`src/rtl/decoder_pulse.sv`:
```
// Registered binary-to-one-hot decoder: each accepted code drives one output
// line for PULSE_LEN cycles, followed by a GAP_LEN-cycle all-zero gap.
module decoder_pulse #(
  parameter int CODE_W    = 3,
  parameter int OUT_W     = 2 ** CODE_W,
  parameter int PULSE_LEN = 4,
  parameter int GAP_LEN   = 1
) (
  input  logic              clk,
  input  logic              reset,
  input  logic              in_valid,
  output logic              in_ready,
  input  logic [CODE_W-1:0] code,
  input  logic              enable,
  output logic [OUT_W-1:0]  out,
  output logic              busy,
  output logic              done,
  output logic [7:0]        count
);

  typedef enum logic [1:0] {IDLE, DRIVE, GAP} state_t;

  localparam logic [7:0] PULSE_INIT = 8'(PULSE_LEN - 1);
  localparam logic [7:0] GAP_INIT   = 8'(GAP_LEN - 1);

  state_t             state_reg, state_next;
  logic [OUT_W-1:0]   out_reg, out_next;
  logic [7:0]         timer_reg, timer_next;
  logic               done_reg, done_next;
  logic [7:0]         count_reg, count_next;
  logic [OUT_W-1:0]   onehot;

  // Each output line compares the code against its own index, so at most one bit can be set.
  generate
    for (genvar gi = 0; gi < OUT_W; gi++) begin : g_decode
      assign onehot[gi] = (code == CODE_W'(gi));
    end
  endgenerate

  always_ff @(posedge clk) begin
    if (reset) begin
      state_reg <= IDLE;
      out_reg   <= '0;
      timer_reg <= 8'd0;
      done_reg  <= 1'b0;
      count_reg <= 8'd0;
    end else begin
      state_reg <= state_next;
      out_reg   <= out_next;
      timer_reg <= timer_next;
      done_reg  <= done_next;
      count_reg <= count_next;
    end
  end

  always_comb begin
    state_next = state_reg;
    out_next   = out_reg;
    timer_next = timer_reg;
    done_next  = 1'b0;
    count_next = count_reg;
    case (state_reg)
      IDLE: begin
        out_next = '0;
        // A disabled request is simply consumed; the block stays ready.
        if (in_valid && enable) begin
          state_next = DRIVE;
          out_next   = onehot;
          timer_next = PULSE_INIT;
        end
      end
      DRIVE: begin
        if (timer_reg == 8'd0) begin
          state_next = GAP;
          out_next   = '0;
          timer_next = GAP_INIT;
          done_next  = 1'b1;
          count_next = count_reg + 8'd1;
        end else begin
          timer_next = timer_reg - 8'd1;
        end
      end
      GAP: begin
        out_next = '0;
        if (timer_reg == 8'd0) begin
          state_next = IDLE;
        end else begin
          timer_next = timer_reg - 8'd1;
        end
      end
      default: begin
        state_next = IDLE;
        out_next   = '0;
        timer_next = 8'd0;
      end
    endcase
  end

  assign in_ready = (state_reg == IDLE);
  assign busy     = (state_reg != IDLE);
  assign out      = out_reg;
  assign done     = done_reg;
  assign count    = count_reg;

endmodule

```
`config.mk`:
```
export PLATFORM = sky130hd
export DESIGN_NAME = decoder_pulse
export DESIGN_NICKNAME = d
export VERILOG_FILES = /design/src/rtl/decoder_pulse.sv
export SDC_FILE = /design/constraint.sdc
export NUM_CORES = 1
export LEC_CHECK = 0
export CAP_MARGIN = 5
export CORE_UTILIZATION = 50
export DETAILED_ROUTE_END_ITERATION = 8
export HOLD_SLACK_MARGIN = 0.05
export PLACE_DENSITY = 0.77
export SETUP_SLACK_MARGIN = 0.15
export SKIP_CTS_REPAIR_TIMING = 1
export SLEW_MARGIN = 10
export SYNTH_ARGS = -nofsm -noshare
export SYNTH_HDL_FRONTEND = slang
export SYNTH_SLANG_ARGS = --single-unit
```
`constraint.sdc`:
```
create_clock -name clk -period 5.5 [get_ports clk]
set_input_delay 0.55 -clock clk [delete_from_list [all_inputs] [get_ports clk]]
set_output_delay 0.55 -clock clk [all_outputs]
set_load 0.005 [all_outputs]
```
==> results list, run 1 <==
- Netlist Area Pre-Place: 1390 um2
* Count of buffer and inverter cells on the critical path: 0
- Final Cycle Share: 48.6%
* Achievable clock frequency: 374 MHz
- The via count of the first global-routing pass is 1,193.
* Leak: 0.593 nW
- Hold_sp: out[7]
* Worst slew pin tran: 1.24 ns
- Clock-pin slew was measured on the worst setup and hold paths at 0.15 ns.
- Clock latency at the later pin of the worst-skew pair: 0.32 ns
- After synthesis, the cell types taking the most area are sky130_fd_sc_hd__dfxtp_1 39%, sky130_fd_sc_hd__nor2_1 5.1%, sky130_fd_sc_hd__a21oi_1 4.3%, sky130_fd_sc_hd__ha_1 2.7%, sky130_fd_sc_hd__nand2_1 2.7%.
- Mean area per synthesized cell: 8.51 um2
- Number of library cell types mapped by synthesis: 46
- The floorplan step defined a die boundary enclosing 2990 um2.
- Register area share after synthesis: 39.0%
* Logic pwr share: 43.0%
- In this run switching power makes up 41.0% of total power.
* Setup skew after layout: 0.00957 ns
- Initial cell density of the core: 54.5%
- Cell Rows: 18
- Overall power consumption after layout is estimated at 0.612 mW.
- Overall die width: 54.7 um
* Number of warnings issued by yosys: 0
* Final Hold Slack: 0.473 ns
* Sequential Power Share: 43.0%
* Share of flip-flops with an asynchronous set or reset after synthesis: 0%
* Min cycle time layout: 2.67 ns
- Clock tree buffer depth: 2
- At the worst endpoint, the arrival time is 2.92 ns.
* Crit path from: state_reg[0]
- Count of fill cells added during filler insertion: 224
- Worst hold path type: flip-flop to flip-flop
- Traced cell by cell, the critical path runs through nor2b_1 > a21boi_0 > o21bai_1 > nor3_1.
* Crit path capture type: flip-flop
- 26 I/O pins were placed.
* Delay of the slowest cell on the worst path: 1.01 ns
* Area of the core: 2540 um2
- After synthesis, the largest area contributor takes up 39.0% of total cell area.
- In this run the clock root is driven by a sky130_fd_sc_hd__clkbuf_4.
- Data on the critical path is required at its endpoint by 5.75 ns.
* Number of vias per cell after detailed routing: 6.14
- Area taken by flip-flops and latches: 541 um2
* Global-route usage over all layers: 22.4%
- Internal power: 0.361 mW
- Final #Nets: 195
* TritonCTS Buffers: 3
- Crit Path Category: flip-flop to flip-flop
- The first detailed-routing pass took 4 iterations.
- Sorting the synthesized cells by how often they occur yields 27 x sky130_fd_sc_hd__dfxtp_1, 19 x sky130_fd_sc_hd__nor2_1, 12 x sky130_fd_sc_hd__a21oi_1, 10 x sky130_fd_sc_hd__nand2_1, 8 x sky130_fd_sc_hd__clkbuf_1.
- The congestion estimate from routability-driven global placement came to 0.808.
* Net load switching power: 0.251 mW
* Clock tree from TritonCTS: done
- Setup repair after global routing left no endpoint under its margin.
* Synthesized netlist net count: 173
- Clock network fraction of total power: 14.0%
- Wires add up to 3.06 mm.
- For this run, design rule violations remaining after detail routing come to 0.
- Synthesis handed over a netlist of 163 instances.
- Critical path fanouts, max: 17
- The slowest stage of the critical path belongs to the cell sky130_fd_sc_hd__a21boi_0.
- The first global-routing pass estimated 4.84 mm of wire.
- Slew HR: 16.7%
* Library cell with the largest summed area after synthesis: sky130_fd_sc_hd__dfxtp_1
* Dominant synthesized flop cell: sky130_fd_sc_hd__dfxtp_1
* CTS Sinks: 27
- Antenna violations before repair: 0
- Ratio of cells with drive above 1 in the final layout: 6.52%
- Summing all multi-input logic gate instances after layout gives 797 um2.
* Synth-to-layout area growth: 20.5%
- Max capacitance violation total: 0
* Height of the die: 54.7 um
* Count of pins over their slew limit: 0
* Post-synthesis register bit count: 27
* DRT iter0 DRCs: 23
- The detail route stage leaves a number of antenna-violating nets equal to 0.
- In this run the number of H-tree levels came out at 1.
* Port Buf Inserts: 25
- For this block, the via count after detailed routing is 1,313.
- Most instantiated library cell after synthesis: sky130_fd_sc_hd__dfxtp_1
- Total overflow reported by the global router: 0
- The startpoint identified for the worst register-to-register timing path is state_reg[0].
- Adding up every negative setup slack in the final design gives 0 ns.
* Number of endpoints with negative hold slack in the final report: 0
* Number of enable flip-flop cells after synthesis: 0
* Number of non-filler instances in the completed layout: 214
- For this design the ratio of total power to cell area is 366 nW/um2.
- Result of the run: completed
* CP Launch Type: flip-flop
- In this run, placement finished with an instance count of 210.
- Pin count of the biggest net entering global routing: 27
- Detailed placement finished with a half-perimeter wire length of 2.25 mm.
- Setup violations remaining at the end of the flow were counted as 0.
- Routed wire length per instance: 14.3 um
* Antenna Cells: 0
* VDD IR-drop max: 0.308 mV
- Crit-path leading delay family: compound AO/OA/AOI/OAI gates
## final timing paths
kind	end	slack, ns	cells past startpoint
worst max-delay path	timer_reg[2]	2.83	4
worst min-delay path	out[7]	0.47	2
worst max register to register	timer_reg[2]	2.83	4
worst min register to register	out[7]	0.47	2
## power by group through the flow
stage,Sequential (mW),Clock [mW],Combinational [mW]
final,0.263,0.0857,0.263
after global routing,0.269,0.0943,0.291
after floorplan,0.246,0,0.213
after detailed placement,0.266,0,0.260
after CTS,0.262,0.0887,0.261
after global placement,0.264,0,0.253
## metal layers
metal	up-vias	GRT usage, %	wire length (um)
li1	649	-	-
met1	633	27.2	1420
met2	27	38.6	1520
met3	4	3.06	85
met4	0	9.83	29
met5	-	0	0
## per-stage QoR
step | utilization (%) | setup slack [ns] | cell area [um2]
floorplan | - | 3.59 | 1390
global placement | 64.6 | 3.02 | 1640
detailed placement | 64.6 | 2.95 | 1640
CTS | 65.6 | 2.90 | 1670
global route | 65.6 | 2.75 | 1670
finish | 65.6 | 2.83 | 1670
## worst min-delay path, cell delays in order, from the launching register on
cell	delay [ns]
sky130_fd_sc_hd__dfxtp_1	0.34
sky130_fd_sc_hd__nand2_1	0.05
sky130_fd_sc_hd__a21oi_1	0.05
## kinds of logic after synthesis
kind of cell	Yosys count	share of synthesized area, %
buffers and inverters	13	3.52
xor gates and xnor gates	5	3.16
DFF	27	39.0
muxes	1	0.722
AOI/OAI and AO/OA	44	21.5
adders and majority gates	3	2.71
and+or+nand+nor	70	29.4
## layout make-up
| type | count | area share [%] |
|---|---|---|
| inverter | 5 | 1.12 |
| tap | 30 | 2.25 |
| timing repair buffer | 25 | 15.0 |
| clock buffer | 4 | 1.57 |
| multi-input combinational | 123 | 47.7 |
| sequential | 27 | 32.4 |
## placed cells by master (no fill, tap or decap), types with 4 or more instances in the layout
cell type                          n
sky130_fd_sc_hd__dfxtp_1          27
sky130_fd_sc_hd__clkdlybuf4s50_1  25
sky130_fd_sc_hd__nor2_1           19
sky130_fd_sc_hd__a21oi_1          12
sky130_fd_sc_hd__nand2_1          10
sky130_fd_sc_hd__nor3_1            6
sky130_fd_sc_hd__nand4_1           6
sky130_fd_sc_hd__inv_1             5
sky130_fd_sc_hd__o21ai_0           5
sky130_fd_sc_hd__nand3_1           5
sky130_fd_sc_hd__o211ai_1          5
sky130_fd_sc_hd__a32oi_1           4
No activity file was read; power rests on OpenSTA's default activity.
==> run 2: changes to the inputs <==
--- a/config.mk
+++ b/config.mk
@@ -6,10 +6,10 @@
 export NUM_CORES = 1
 export LEC_CHECK = 0
 export CAP_MARGIN = 5
-export CORE_UTILIZATION = 50
+export CORE_UTILIZATION = 46
 export DETAILED_ROUTE_END_ITERATION = 8
 export HOLD_SLACK_MARGIN = 0.05
-export PLACE_DENSITY = 0.77
+export PLACE_DENSITY = 0.75
 export SETUP_SLACK_MARGIN = 0.15
 export SKIP_CTS_REPAIR_TIMING = 1
 export SLEW_MARGIN = 10
==> constraint.sdc (replaced) <==
create_clock -name clk -period 2.4 [get_ports clk]
set_input_delay 0.24 -clock clk [delete_from_list [all_inputs] [get_ports clk]]
set_output_delay 0.24 -clock clk [all_outputs]
set_load 0.005 [all_outputs]
==> run 2 against run 1 <==
  * Total power grew 130%
  * Clock power is 130% higher
  * Cell count up 1.4%
  * First-iteration DRC count is 87% higher
  * Utilization shrank 5.5 points
  * Highest routed layer unchanged
  * Final area rose by 0.97%
  * Critical endpoint is now in_ready
  * Worst hold slack got worse by 0.0049 ns
  * Largest power group is now combinational logic
  * Critical path type is now flip-flop to output pin
  * Die area up 8.4%
  * Flip-flop and latch count unchanged
==> results list, run 2 (same netlist as run 1, synthesis figures left out) <==
- The number of antenna repair diodes came to 0 (unchanged).
* Area of the core: 2810 um2 (was 2540 um2)
- The final standard cell count with taps included and fillers excluded came to 217 (was 214).
- CP Launch Type: flip-flop (unchanged)
- The number of buffers inserted by port buffering came to 25 (unchanged).
- Achievable clock frequency: 467 MHz
* Net load switching power: 0.577 mW (was 0.251 mW)
- The start point of the critical path is state_reg[0] (unchanged).
- The post-detailed-placement half-perimeter wirelength was 2.31 mm (was 2.25 mm).
- Number of endpoints with negative hold slack in the final report: 0 (unchanged)
- The worst hold path startpoint is out[5] (was out[7]).
* TritonCTS Buffers: 3 (unchanged)
- R2r startpoint: timer_reg[0] (was state_reg[0])
* Clock network fraction of total power: 14.0% (about the same)
* Antenna violations before repair: 0 (unchanged)
- Final #Nets: 197 (was 195)
- Worst flop-to-flop path endpoint: count[7] (was timer_reg[2])
- The worst-case reg-to-reg path depth is 6 (was 4).
* Slew HR: 60.6% (was 16.7%)
* Via count of the first global-routing pass: 1,218 (was 1,193)
- Commonest non-fill, non-tap cells in the layout: 27 x sky130_fd_sc_hd__dfxtp_1, 25 x sky130_fd_sc_hd__clkdlybuf4s50_1, 19 x sky130_fd_sc_hd__nor2_1, 12 x sky130_fd_sc_hd__a21oi_1, 10 x sky130_fd_sc_hd__nand2_1 (unchanged).
- The total length of routed met2 wires is 1.52 mm (about the same).
* Height of the die: 56.9 um (was 54.7 um)
- The total wirelength of the detailed-routed design is 3.20 mm (was 3.06 mm).
- Setup slack, reg-to-reg: 0.35 ns (was 2.83 ns)
- The commonest non-fill, non-tap cell in the layout is sky130_fd_sc_hd__dfxtp_1 (unchanged).
- The vias after detailed routing was 1,282 (was 1,313).
- The final weighted congestion in routability-driven placement is 0.860 (was 0.808).
- The remaining design rule violation count was 0 (unchanged).
- Setup skew after layout: 0.00308 ns (was 0.00957 ns)
- The number of DRC markers in iteration 0 was 43 (was 23).
* Internal power: 0.835 mW (was 0.361 mW)
- Clock tree buffer depth: 2 (unchanged)
* Max capacitance violation total: 0 (unchanged)
- Routed met3 length: 106 um (was 85 um)
- Crit path capture type: output pin (was flip-flop)
- The die area was 3240 um2 (was 2990 um2).
* Sw Share: 40.9% (was 41.0%)
* Clock Root Buffer: sky130_fd_sc_hd__clkbuf_4 (unchanged)
* Power per unit of standard cell area: 838 nW/um2 (was 366 nW/um2)
- The classification of the worst-slack hold path was flip-flop to flip-flop (unchanged).
* Initial cell density of the core: 49.4% (was 54.5%)
* Uppermost layer routed: met4 (unchanged)
- Sequential Power Share: 42.7% (was 43.0%)
* Finish-stage setup viols: 0 (unchanged)
- Data arrival time of the critical path: 1.90 ns (was 2.92 ns)
* Clock tree from TritonCTS: done (unchanged)
- Hold-critical path depth: 2 (unchanged)
* Logic pwr share: 43.3% (was 43.0%)
- Dividing the final minimum period by the clock period gives 89.2%.
* Critical path fanouts, max: 17 (unchanged)
- Global-route usage over all layers: 20.9% (was 22.4%)
- Synth-to-layout area growth: 21.7% (was 20.5%)
- The clock-pin slew on the worst setup and hold paths was 0.14 ns (was 0.15 ns).
* Overall die width: 56.9 um (was 54.7 um)
- Met1 WL: 1.53 mm (was 1.42 mm)
* Required time of the critical path: 2.16 ns (was 5.75 ns)
- The share of cells above drive strength 1 came to 7.53% (was 6.52%).
- The smallest clock period supported by the final layout is computed as 2.14 ns.
* Count of antenna-violating nets left after detailed routing: 0 (unchanged)
* Cells after DPL: 213 (was 210)
* Worst slew pin tran: 0.586 ns (was 1.24 ns)
- CTS Sinks: 27 (unchanged)
- The power consumption is 1.41 mW (was 0.612 mW).
- The maximum number of pins on one net before global-route repair is 18 (was 27).
- Global-route wire length before repair: 5.38 mm (was 4.84 mm)
- The final routed wire length divided by cell count was 14.7 um (was 14.3 um).
- The via-per-instance ratio is 5.91 (was 6.14).
* Unrepaired setup endpoints after global routing: false (unchanged)
* Hold Path Sink: out[5] (was out[7])
- VDD IR-drop max: 0.363 mV (was 0.308 mV)
- Clock latency at the later pin of the worst-skew pair: 0.32 ns (about the same)
- Total overflow reported by the global router: 0 (unchanged)
* Iteration count of the initial detailed-routing pass: 5 (was 4)
* Total Negative Setup Slacks: 0 ns (unchanged)
- Top-level port count: 26 (unchanged)
- Result of the run: completed (unchanged)
- Number of H-tree levels: 1 (unchanged)
- Crit Path Category: flip-flop to output pin (was flip-flop to flip-flop)
- The row count came to 19 (was 18).
- Count of pins over their slew limit: 0 (unchanged)
- The cell leakage power was 0.603 nW (was 0.593 nW).
-- run 2: stage by stage --
| step | hold WS (ns) | util (%) | setup WS, ns | area (um2) |
|---|---|---|---|---|
| 2_1_floorplan | 0.394 | - | 0.487 | 1390 |
| 3_3_place_gp | 0.442 | 59.2 | 0.467 | 1660 |
| 3_5_place_dp | 0.451 | 59.2 | 0.386 | 1660 |
| 4_1_cts | 0.470 | 60.1 | 0.259 | 1690 |
| 5_1_grt | 0.493 | 60.1 | 0.156 | 1690 |
| 6_report | 0.468 | 60.1 | 0.258 | 1690 |
-- run 2: worst max path at each step --
stage,end,slack [ns],depth (start not counted)
2_1_floorplan,count[7],0.49,7
3_3_place_gp,count[7],0.47,6
3_5_place_dp,count[7],0.39,6
4_1_cts,in_ready,0.26,2
5_1_grt,in_ready,0.16,2
6_report,in_ready,0.26,2
-- run 2: power groups by stage --
| stage | Clock [mW] | Combinational [mW] | Sequential (mW) |
|---|---|---|---|
| floorplan | 0 | 0.488 | 0.564 |
| global placement | 0 | 0.589 | 0.606 |
| detailed placement | 0 | 0.606 | 0.611 |
| CTS | 0.201 | 0.609 | 0.601 |
| global route | 0.220 | 0.682 | 0.615 |
| finish | 0.197 | 0.612 | 0.603 |
-- run 2: cell type report --
type	instances	area (um2)
Sequential cell	27	541
Tap cell	31	38.8
Clock buffer	4	26.3
Inverter	5	18.8
Fill cell	262	1120
Multi-Input combinational cell	123	797
Timing Repair Buffer	27	265
-- run 2: routing by layer --
metal	vias up	GRT usage (%)
li1	655	-
met5	-	0
met1	600	26.8
met3	4	2.76
met2	23	35.1
met4	0	8.36
-- run 2: critical path, cell delays in order (launching register included) --
cell,delay (ns)
sky130_fd_sc_hd__dfxtp_1,0.50
sky130_fd_sc_hd__nor2_1,0.47
sky130_fd_sc_hd__clkdlybuf4s50_1,0.60
==> run 3: changes to the inputs <==
--- a/config.mk
+++ b/config.mk
@@ -7,6 +7,7 @@
 export LEC_CHECK = 0
 export CAP_MARGIN = 5
 export CORE_UTILIZATION = 46
+export CTS_BUF_LIST = sky130_fd_sc_hd__clkbuf_16
 export DETAILED_ROUTE_END_ITERATION = 8
 export HOLD_SLACK_MARGIN = 0.05
 export PLACE_DENSITY = 0.75
==> run 3 against run 2 <==
  * Sequential power increased by 0.7%
  * Register-to-register slack improved by 0.06 ns
  * Clock power increased by 88%
  * Routed wire length increased by 2.0%
  * Global-route usage increased by 0.72 points
  * Worst setup slack improved by 0.087 ns
  * Flip-flop and latch count unchanged
  * Non-clock buffer count unchanged
  * Critical path depth unchanged
  * Final area increased by 3.5%
  * Critical path type unchanged
==> results list, run 3 (same netlist as run 1, synthesis figures left out) <==
* Final Cycle Share: 85.6% (was 89.2%)
- Commonest non-fill, non-tap cells in the layout: 27 x sky130_fd_sc_hd__dfxtp_1, 25 x sky130_fd_sc_hd__clkdlybuf4s50_1, 19 x sky130_fd_sc_hd__nor2_1, 12 x sky130_fd_sc_hd__a21oi_1, 10 x sky130_fd_sc_hd__nand2_1 (unchanged).
- Overall die width: 56.9 um (unchanged)
- The number of fill cells in the layout is 254 (was 262).
- Number of vias per cell after detailed routing: 6.04 (was 5.91)
- Clock tree from TritonCTS: done (unchanged)
* Port Buf Inserts: 25 (unchanged)
- Setup skew after layout: 0.00159 ns (was 0.00308 ns)
* Unrepaired setup endpoints after global routing: false (unchanged)
* Sequential Power Share: 37.7% (was 42.7%)
- Number of non-filler instances in the completed layout: 217 (unchanged)
- The highest ir drop seen on vdd came to 0.466 mV (was 0.363 mV).
- The cell at the root of the clock tree is sky130_fd_sc_hd__clkbuf_16 (was sky130_fd_sc_hd__clkbuf_4).
* Iteration count of the initial detailed-routing pass: 8 (was 5)
- The total overflow reported by the global router is 0 (unchanged).
- The cell family with the largest share of critical-path delay is buffers and inverters (unchanged).
- The total wirelength of the detailed-routed design was 3.26 mm (was 3.20 mm).
- TritonCTS Buffers: 3 (unchanged)
- Die Footprint: 3240 um2 (unchanged)
- The total count of max-transition violations in the final report is 0 (unchanged).
* Most common cell after layout, fill and taps aside: sky130_fd_sc_hd__dfxtp_1 (unchanged)
* Count of buffer and inverter cells on the critical path: 1 (unchanged)
* Number of endpoints with negative hold slack in the final report: 0 (unchanged)
- Cells traversed along the worst timing path: nor2_1 > clkdlybuf4s50_1 (unchanged)
- The slew at the pin with the worst max-slew slack came to 0.589 ns (was 0.586 ns).
- Antenna Cells: 0 (unchanged)
- The row count was 19 (unchanged).
* Clock latency at the later pin of the worst-skew pair: 0.26 ns (was 0.32 ns)
- The critical path class was flip-flop to output pin (unchanged).
- Data arrival time of the critical path: 1.82 ns (was 1.90 ns)
- The clock network fraction of design power is 23.0% (was 14.0%).
* Power per unit of standard cell area: 923 nW/um2 (was 838 nW/um2)
* Slew HR: 60.5% (was 60.6%)
* Max capacitance violation total: 0 (unchanged)
- Worst hold path type: flip-flop to flip-flop (unchanged)
- Via count of the first global-routing pass: 1,229 (was 1,218)
- The endpoint required time on the critical path is 2.16 ns (about the same).
* Synth-to-layout area growth: 25.9% (was 21.7%)
- Setup slack, reg-to-reg: 0.41 ns (was 0.35 ns)
- Result of the run: completed (unchanged).
- Net load switching power: 0.604 mW (was 0.577 mW)
- Finish-stage setup viols: 0 (unchanged)
- Area of the core: 2810 um2 (unchanged)
- Pin count of the biggest net entering global routing: 18 (unchanged)
* Cells after DPL: 213 (unchanged)
- The combined global-route utilization of all metal layers was 21.6% (was 20.9%).
* Sw Share: 37.5% (was 40.9%)
* Count of antenna-violating nets left after detailed routing: 0 (unchanged)
* Routed wire length per instance: 15.0 um (was 14.7 um)
- Placed wire-length estimate: 2.31 mm (unchanged)
* Ratio of cells with drive above 1 in the final layout: 7.53% (unchanged)
* Antenna violations before repair: 0 (unchanged)
- The type of element launching the critical path was a flip-flop (unchanged).
* Clock tree buffer depth: 2 (unchanged)
- The final weighted congestion in routability-driven placement came to 0.860 (unchanged).
- The remaining design rule violation count is 0 (unchanged).
* Global-route wire length before repair: 5.49 mm (was 5.38 mm)
- Slowest library cell on the worst path: sky130_fd_sc_hd__clkdlybuf4s50_1 (unchanged)
- Height of the die: 56.9 um (unchanged)
- The number of DRC markers in iteration 0 was 46 (was 43).
* CTS Sinks: 27 (unchanged)
- The upper clock frequency limit is 487 MHz (was 467 MHz).
* Crit path capture type: output pin (unchanged)
- Logic pwr share: 39.4% (was 43.3%)
- The vias after detailed routing is 1,310 (was 1,282).
- The count of pins on the block boundary is 26 (unchanged).
- Number of H-tree levels: 1 (unchanged)
- Min cycle time layout: 2.06 ns (was 2.14 ns)
* Final #Nets: 197 (unchanged)
- The clock-pin slew on the worst setup and hold paths came to 0.06 ns (was 0.14 ns).
- Total Negative Setup Slacks: 0 ns (unchanged)
* Initial cell density of the core: 49.4% (unchanged)
* Leak: 0.632 nW (was 0.603 nW)
- The largest fanout on the critical path is 17 (unchanged).
- Delay of the slowest cell on the worst path: 0.60 ns (about the same)
- The internal portion of total power was 1.01 mW (was 0.835 mW).
==> run 3: cell types whose count changed in the layout (fill, tap and decap cells not counted), sizes merged <==
cell,previous run,this run
clkbuf,4,3
inv,5,6
==> run 3: layout make-up <==
type	count	area, um2	area share (%)
clock buffers	3	75.1	4.30
well taps	31	38.8	2.22
flip-flops and latches	27	541	31.0
clock inverters	1	3.75	0.215
inverters	5	18.8	1.08
repair buffers	27	265	15.2
multi-input cells	123	803	46.0
==> run 3: metrics by stage <==
| step | total power [mW] | util [%] | setup slack, ns | area [um2] | hold slack (ns) |
|---|---|---|---|---|---|
| finish | 1.61 | 62.2 | 0.345 | 1750 | 0.457 |
| global route | 1.72 | 62.2 | 0.246 | 1750 | 0.482 |
| CTS | 1.60 | 62.0 | 0.334 | 1740 | 0.460 |
| detailed placement | 1.22 | 59.2 | 0.386 | 1660 | 0.451 |
| global placement | 1.19 | 59.2 | 0.467 | 1660 | 0.442 |
| floorplan | 1.05 | - | 0.487 | 1390 | 0.394 |
==> run 3: tightest hold or removal path: stages (launching register included) <==
cell and delay, ns:
sky130_fd_sc_hd__dfxtp_1 0.31, sky130_fd_sc_hd__nand2_1 0.05, sky130_fd_sc_hd__a21oi_1 0.05
==> run 3: worst paths after layout <==
| check | start | endpoint | cells after the start |
|---|---|---|---|
| max | state_reg[0] | in_ready | 2 |
| min | out[5] | out[5] | 2 |
| max reg2reg | timer_reg[0] | timer_reg[2] | 7 |
| min reg2reg | out[5] | out[5] | 2 |
==> run 3: power groups by stage <==
stage	combinational, mW	clock [mW]	sequential [mW]
after CTS	0.617	0.380	0.601
final	0.634	0.370	0.607
after detailed placement	0.606	0	0.611
after global routing	0.708	0.397	0.617
after global placement	0.589	0	0.606
after floorplan	0.488	0	0.564
==> run 3: layer usage <==
| layer | global-route usage [%] | part of all wire [%] | vias up |
|---|---|---|---|
| met1 | 27.0 | 46 | 603 |
| met4 | 9.76 | 1.4 | 0 |
| met3 | 4.38 | 5.1 | 8 |
| met5 | 0 | 0 | - |
| met2 | 35.6 | 47 | 43 |
| li1 | - | - | 656 |
